File: config.mk
export PLATFORM = sky130hd
export DESIGN_NAME = bsg_manycore_pod_row_reset_sequencer
export DESIGN_NICKNAME = d
export VERILOG_FILES = /design/src/rtl/bsg_manycore_pod_row_reset_sequencer.sv
export SDC_FILE = /design/constraint.sdc
export NUM_CORES = 1
export LEC_CHECK = 0
export BUFFER_PORTS_ARGS = -buffer_cell sky130_fd_sc_hd__buf_4
export CAP_MARGIN = 20
export CELL_PAD_IN_SITES_DETAIL_PLACEMENT = 1
export CELL_PAD_IN_SITES_GLOBAL_PLACEMENT = 2
export CORE_ASPECT_RATIO = 1.2
export CORE_MARGIN = 2
export CORE_UTILIZATION = 29
export CTS_CLUSTER_SIZE = 30
export DETAILED_ROUTE_END_ITERATION = 10
export HOLD_SLACK_MARGIN = 0.12
export PLACE_DENSITY_LB_ADDON = 0.2
export SKIP_CTS_REPAIR_TIMING = 1
export SLEW_MARGIN = 20
export SYNTH_ARGS = -nofsm -noshare
export SYNTH_HDL_FRONTEND = slang
export SYNTH_SLANG_ARGS = --single-unit
File: constraint.sdc
create_clock -name clk_i -period 2.4 [get_ports clk_i]
set_input_delay 0.24 -clock clk_i [delete_from_list [all_inputs] [get_ports clk_i]]
set_output_delay 0.24 -clock clk_i [all_outputs]
set_load 0.05 [all_outputs]
File: src/rtl/bsg_manycore_pod_row_reset_sequencer.sv
// Staggered west-to-east reset release for a row of manycore pods.
// Optional abort input enabled by defining BSG_MANYCORE_POD_RESET_SEQ_ABORT_EN.
module bsg_manycore_pod_row_reset_sequencer #(
  parameter int num_pods_x_p    = 4,
  parameter int num_tiles_x_p   = 16,
  parameter int hold_cycles_p   = 16,
  parameter int gap_width_p     = 8,
  parameter int pod_id_width_lp = (num_pods_x_p > 1) ? $clog2(num_pods_x_p) : 1
) (
  input  logic                                   clk_i,
  input  logic                                   reset_i,
  input  logic                                   go_i,
  input  logic [gap_width_p-1:0]                 gap_i,
  input  logic [num_pods_x_p-1:0]                pod_en_i,
`ifdef BSG_MANYCORE_POD_RESET_SEQ_ABORT_EN
  input  logic                                   abort_i,
`endif
  output logic [num_pods_x_p*num_tiles_x_p-1:0]  reset_o,
  output logic                                   busy_o,
  output logic                                   done_o,
  output logic [pod_id_width_lp-1:0]             cur_pod_o
);

  localparam int hold_w_lp = (hold_cycles_p > 1) ? $clog2(hold_cycles_p) : 1;
  localparam logic [hold_w_lp-1:0]       hold_last_lp = hold_w_lp'(hold_cycles_p - 1);
  localparam logic [pod_id_width_lp-1:0] pod_last_lp  = pod_id_width_lp'(num_pods_x_p - 1);

  typedef enum logic [2:0] {
    e_idle,
    e_hold,
    e_release,
    e_gap,
    e_done
  } state_e;

  state_e                     r_state,    w_state_n;
  logic [pod_id_width_lp-1:0] r_idx,      w_idx_n;
  logic [hold_w_lp-1:0]       r_hold_cnt, w_hold_cnt_n;
  logic [gap_width_p-1:0]     r_gap_cnt,  w_gap_cnt_n;
  logic [gap_width_p-1:0]     r_gap_q,    w_gap_q_n;
  logic [num_pods_x_p-1:0]    r_en_q,     w_en_q_n;
  logic [num_pods_x_p-1:0]    r_rst_pod,  w_rst_pod_n;
  logic                       w_load;

  always_ff @(posedge clk_i or posedge reset_i) begin
    if (reset_i) begin
      r_state    <= e_idle;
      r_idx      <= '0;
      r_hold_cnt <= '0;
      r_gap_cnt  <= '0;
      r_gap_q    <= '0;
      r_en_q     <= '0;
      r_rst_pod  <= '1;
    end else begin
      r_state    <= w_state_n;
      r_idx      <= w_idx_n;
      r_hold_cnt <= w_hold_cnt_n;
      r_gap_cnt  <= w_gap_cnt_n;
      r_gap_q    <= w_gap_q_n;
      r_en_q     <= w_en_q_n;
      r_rst_pod  <= w_rst_pod_n;
    end
  end

  always_comb begin
    w_state_n    = r_state;
    w_idx_n      = r_idx;
    w_hold_cnt_n = r_hold_cnt;
    w_gap_cnt_n  = r_gap_cnt;
    w_gap_q_n    = r_gap_q;
    w_en_q_n     = r_en_q;
    w_rst_pod_n  = r_rst_pod;
    w_load       = 1'b0;

    case (r_state)
      e_idle: begin
        w_rst_pod_n = '1;
        w_idx_n     = '0;
        w_load      = go_i;
      end
      e_hold: begin
        if (r_hold_cnt == hold_last_lp) w_state_n = e_release;
        else                            w_hold_cnt_n = r_hold_cnt + hold_w_lp'(1);
      end
      e_release: begin
        if (r_en_q[r_idx]) w_rst_pod_n[r_idx] = 1'b0;
        if (r_idx == pod_last_lp) begin
          w_state_n = e_done;
        end else begin
          w_idx_n = r_idx + pod_id_width_lp'(1);
          if (r_gap_q != '0) begin
            w_state_n   = e_gap;
            w_gap_cnt_n = '0;
          end
        end
      end
      e_gap: begin
        // equality against gap-1 keeps the all-ones gap from wrapping the counter
        if (r_gap_cnt == r_gap_q - gap_width_p'(1)) w_state_n = e_release;
        else                                        w_gap_cnt_n = r_gap_cnt + gap_width_p'(1);
      end
      e_done: begin
        w_load = go_i;
      end
      default: begin
        w_state_n   = e_idle;
        w_rst_pod_n = '1;
        w_idx_n     = '0;
      end
    endcase

    if (w_load) begin
      w_state_n    = e_hold;
      w_gap_q_n    = gap_i;
      w_en_q_n     = pod_en_i;
      w_hold_cnt_n = '0;
      w_idx_n      = '0;
      w_rst_pod_n  = '1;
    end

`ifdef BSG_MANYCORE_POD_RESET_SEQ_ABORT_EN
    if (abort_i && (r_state != e_idle)) begin
      w_state_n    = e_idle;
      w_rst_pod_n  = '1;
      w_idx_n      = '0;
      w_hold_cnt_n = '0;
      w_gap_cnt_n  = '0;
      w_gap_q_n    = r_gap_q;
      w_en_q_n     = r_en_q;
    end
`endif
  end

  for (genvar p = 0; p < num_pods_x_p; p++) begin : g_pod
    assign reset_o[p*num_tiles_x_p +: num_tiles_x_p] = {num_tiles_x_p{r_rst_pod[p]}};
  end

  assign busy_o    = (r_state == e_hold) || (r_state == e_release) || (r_state == e_gap);
  assign done_o    = (r_state == e_done);
  assign cur_pod_o = r_idx;

endmodule

==> results of run 1 <==
[layout make-up]
class / count / area (sq um) / area share, %
timing repair buffer: 99 / 745.7 / 25.51
clock inverter: 2 / 10.01 / 0.3425
tap: 114 / 142.6 / 4.880
inverter: 14 / 52.55 / 1.798
sequential: 33 / 830.8 / 28.42
multi-input combinational: 150 / 1069 / 36.56
clock buffer: 6 / 72.57 / 2.483
[cells in the final DEF, fill, tap and decap left out, drive strengths merged, types with 6 or more instances in the layout]
cell    Yosys  layout
dfrtp      29      29
ha          7       7
xor2        9       9
nand2      22      22
buf        62      98
a31oi       6       6
o21ai      19      19
nor2       10      10
clkbuf      7       6
a21oi       6       6
inv        14      14
nand3       8       8
mux2        9       9
nor3        7       7
[registers in the layout, summed over array words and instances, names as in the netlist]
signal,count
r_hold_cnt,4
r_gap_cnt,8
r_rst_pod,4
r_state,3
r_en_q,4
cur_pod_o,2
r_gap_q,8
[per-layer routing]
metal / up-vias / share of wire, % / track usage (%)
li1: 927 / - / -
met1: 903 / 41 / 15.03
met2: 54 / 53 / 23.16
met4: 0 / 0.69 / 3.626
met3: 2 / 5.2 / 2.937
met5: - / 0 / 0
[metrics by stage]
step                      area [sq um]  utilization [%]  hold slack [ps]  std cells  setup slack, ps
after global placement            2808            34.44            313.9        406            182.0
after global routing              2923            35.85            158.7        418            2.214
final                             2923            35.85            162.6        418            185.0
after detailed placement          2808            34.44            309.3        406            134.3
after CTS                         2890            35.45           -7.914        414            121.2
after floorplan                   2441                -            356.8        266            200.7
[cells by family (layout without fill, tap and decap cells)]
group	Yosys count	after routing	share of synthesized area, %
compound gates	49	49	14.66
xor+xnor	10	10	3.588
fa+ha+maj	7	7	3.588
buf+inv	83	121	22.19
flops	33	33	34.03
mux	11	11	5.484
simple gates	73	73	16.45
[final timing paths]
| check | start | cells past startpoint | slack [ps] | endpoint |
|---|---|---|---|---|
| worst max-delay path | r_gap_q[0] | 9 | 190 | r_gap_cnt[6] |
| worst min-delay path | gap_i[1] | 3 | 160 | r_gap_q[1] |
| worst max register to register | r_gap_q[0] | 9 | 190 | r_gap_cnt[6] |
| worst min register to register | r_en_q[3] | 1 | 510 | r_en_q[3] |
| max in group asynchronous | reset_i | 4 | 1180 | r_gap_cnt[4] |
| min in group asynchronous | reset_i | 3 | 520 | r_en_q[0] |
[critical path, cell delays in order (launching register included)]
cell      delay (ps)
dfrtp_1          410
inv_1             80
ha_1             280
nand3b_1         110
o21ai_0          130
a211oi_2         390
o41ai_4          100
buf_4            170
or3_1            340
a21oi_1          140
==> metrics.md, run 1 <==
| Metric | Value |
|---|---|
| Share of the synthesized area in the top cell type | 29.73% |
| Starting DRT DRC Count | 78 |
| Warnings from Yosys | 0 |
| Register area share after synthesis | roughly a third |
| Setup repair after global routing missed its margin | false |
| Die H | 104.5 microns |
| Post-synthesis cell count | roughly 270 |
| Setup crit end kind | flip-flop |
| Max-Slew Margin vs Limit | 68.02% |
| Setup Skew | just under 9 ps |
| Slew Viols, Final | 0 |
| Core area | between 8000 and 9000 sq um |
| Maximum clock path buffer count | 2 |
| CTS root buffer | clkbuf_8 |
| Dominant cell type by area after synthesis | dfrtp_1 |
| Post-synth cell types | 49 |
| Area contributors post-synth | dfrtp_1 (30%), buf_4 (19%), dfstp_2 (4.3%), mux2_2 (4.2%), o21ai_0 (3.7%) |
| Detailed-route wire length | 5769 microns |
| Max-cap viol count | 0 |
| Via-to-Cell Ratio | 4.512 |
| Fin crit share | between 90% and 100% |
| Number of I/O port buffers | a little over 80 |
| Worst-margin pin slew | approximately 480 ps |
| Filler cells | ~970 |
| Largest net degree at the start of global routing | 23 |
| GRT overflow | 0 |
| Number of global-route vias before repair | approximately 1800 |
| Min cycle time layout | around 2200 ps |
| Worst-skew pair later-pin latency | ~280 ps |
| Ys flop type | dfrtp_1 |
| Post-synth EDFFs | 0 |
| GRT Overall Usage | roughly an eighth |
| Arrival time worst endpoint | about 2400 ps |
| Ant diodes | 0 |
| Final hold violations | 0 |
| Final Setup Violations | 0 |
| Fin Setup TNS | 0 ps |
| P&R area growth vs syn | 19.73% |
| DR vias | between 1500 and 2000 |
| Die width | between 80 and 90 microns |
| CTS H-tree depth | 2 |
| Most common cell in the synthesized netlist | buf_4 |
| CTS tree | yes |
| GPL Wtd Cong | between 0.7 and 0.8 |
| Clock sink total | 33 |
| Hold Crit Class | input port to flip-flop |
| Synth Net Count | about 290 |
| Setup CP Type | flip-flop to flip-flop |
| Async S/R FF share, synth | 100.0% |
| Die footprint | slightly above 9000 sq um |
| Most frequent cells after synthesis | buf_4 (61), dfrtp_1 (29), nand2_1 (22) |
| Outcome | complete, no violations |
| Hpwl dp | 4465 microns |
| Synthesized area per cell | between 9 and 10 sq um |
| First-pass GRT wire length | between 9000 and 10000 microns |
| Fraction of layout cells with a size suffix above 1 | 43.09% |
| Antenna Violating Nets Remaining | 0 |
| Io pins | just over 80 |
| Fmax | about 450 MHz |
| Antenna violations before repair | 0 |
| Drc violations | 0 |
| CP Launch Type | flip-flop |
| Layout net count | between 300 and 400 |
| Num CTS Buffers | 5 |
| Rows | 36 |
| Clock edge transition at the registers on the reported setup and hold paths | 80 ps |
| Seq cells post-synth | 33 |
| Critical path required time | ~2600 ps |
| First-pass DRT Iterations | 4 |
| Crit Path Max Fanout | 7 |
| Post-Syn Area | between 2000 and 2500 sq um |
| Initial core utilization | between 20% and 30% |
| Wire length per cell | between 10 and 15 microns |
Power of run 1 is left out: the tool's default activity adds up to more than one toggle a clock period on the data nets, which glitch-free logic cannot reach.
==> run 2, diff against run 1 <==
- MAX_ROUTING_LAYER: default -> met4
==> metrics.md, run 2 (synthesis results as in run 1) <==
| Metric | Value |
|---|---|
| Worst-margin pin slew | 466.8 ps (-12.27 ps) |
| Initial core utilization | 29.94% (unchanged) |
| Via-to-Cell Ratio | 4.512 (unchanged) |
| Clock edge transition at the registers on the reported setup and hold paths | 80 ps (about the same) |
| Setup crit end kind | flip-flop |
| Arrival time worst endpoint | 2430 ps (about the same) |
| GRT overflow | 0 (unchanged) |
| CP Cell Sequence | inv_1, ha_1, nand3b_1, o21ai_0, a211oi_2, o41ai_4, buf_4, or3_1, a21oi_1 |
| Die H | 104.5 microns (unchanged) |
| Final worst setup slack | 185.1 ps (+0.09600 ps) |
| Worst-skew pair later-pin latency | 280 ps (about the same) |
| Hpwl dp | 4465 microns (unchanged) |
| CP startpoint | r_gap_q[0] |
| Rows | 36 (unchanged) |
| R2R Path Start | r_gap_q[0] |
| Setup CP Type | flip-flop to flip-flop |
| Non-filler cells, final | 418 (unchanged) |
| Starting DRT DRC Count | 73 (-6.4%) |
| Outcome | complete, no violations |
| CTS tree | yes |
| Number of I/O port buffers | 82 (unchanged) |
| Hold_sp | gap_i[1] |
| Io pins | 83 (unchanged) |
| Crit Path Max Fanout | 7 (unchanged) |
| Fin crit share | 92.29% (about the same) |
| Hold Crit Class | input port to flip-flop |
| CTS H-tree depth | 2 (unchanged) |
| Largest net degree at the start of global routing | 23 (unchanged) |
| Min cycle time layout | 2215 ps (-0.09600 ps) |
| Antenna Violating Nets Remaining | 0 (unchanged) |
| Max-cap viol count | 0 (unchanged) |
| Fraction of layout cells with a size suffix above 1 | 43.09% (unchanged) |
| GRT Overall Usage | 13.26% (+0.34 points) |
| CTS root buffer | clkbuf_8 |
| Top Registers | r_gap_cnt: 8 flops, r_gap_q: 8 flops |
| First-pass DRT Iterations | 4 (unchanged) |
| Fmax | 451.5 MHz (about the same) |
| Most frequent cells in the layout | buf_4 (98), dfrtp_1 (29), nand2_1 (22) |
| Num CTS Buffers | 5 (unchanged) |
| Fin Setup TNS | 0 ps (unchanged) |
| Max-Slew Margin vs Limit | 68.55% (+0.52 points) |
| Ant diodes | 0 (unchanged) |
| Min Hold Slack | 162.5 ps (-0.1360 ps) |
| CP max stage cell | dfrtp_1 |
| Dpl ws | 134.3 ps (unchanged) |
| GPL Wtd Cong | 0.7822 (+1.4%) |
| Core area | 8153 sq um (unchanged) |
| Number of global-route vias before repair | 1806 (+0.17%) |
| Slew Viols, Final | 0 (unchanged) |
| Drc violations | 0 (unchanged) |
| Wire length per cell | 13.79 microns (about the same) |
| First-pass GRT wire length | 9225 microns (-0.15%) |
| Maximum clock path buffer count | 2 (unchanged) |
| P&R area growth vs syn | 19.73% (unchanged) |
| CP Launch Type | flip-flop |
| Setup Skew | 8.750 ps (-0.01241 ps) |
| Layout net count | 325 (unchanged) |
| Die width | 87.76 microns (unchanged) |
| Critical path's largest stage delay | 410 ps (about the same) |
| Commonest non-fill, non-tap cell in the layout | buf_4 |
| Inst Count DP | 406 (unchanged) |
| Setup repair after global routing missed its margin | false |
| Final Setup Violations | 0 (unchanged) |
| Critical path required time | 2620 ps (about the same) |
| Die footprint | 9171 sq um (unchanged) |
| DR vias | 1886 (unchanged) |
| Final hold violations | 0 (unchanged) |
| Clock sink total | 33 (unchanged) |
| Detailed-route wire length | 5765 microns (about the same) |
| Antenna violations before repair | 0 (unchanged) |
[run 2: worst paths after layout]
kind	to	slack, ps	cells past startpoint
max in group asynchronous	r_gap_cnt[4]	1190	4
max reg2reg	r_gap_cnt[6]	190	9
max	r_gap_cnt[6]	190	9
min reg2reg	r_en_q[3]	510	1
min in group asynchronous	r_en_q[0]	520	3
min	r_gap_q[1]	160	3
[run 2: per-stage QoR]
step | area [sq um] | utilization, %
2_1_floorplan | 2441 | -
3_3_place_gp | 2808 | 34.44
3_5_place_dp | 2808 | 34.44
4_1_cts | 2890 | 35.45
5_1_grt | 2923 | 35.85
6_report | 2923 | 35.85
[run 2: worst max-delay path: cells and delay by family (launching register included)]
family	cells	cell delay, ps
AND/OR/NAND/NOR	2	450
AO/OA/AOI/OAI	4	760
adder cells (fa/ha/maj)	1	280
buffers and inverters	2	250
flip-flops	1	410
[run 2: cell type report]
cell class | instances | area [sq um]
fill | 969 | 5230
multi-input combinational | 150 | 1069
sequential | 33 | 830.8
timing repair buffer | 99 | 745.7
tap | 114 | 142.6
clock buffer | 6 | 72.57
inverter | 14 | 52.55
clock inverter | 2 | 10.01
[run 2: routing by layer]
layer	GRT usage, %	part of all wire, %	up-vias
li1	-	-	927
met5	-	0	-
met4	3.626	0.66	0
met1	14.98	41	903
met2	23.16	53	54
met3	2.937	5.3	2
Power of run 2 is left out for the same reason.
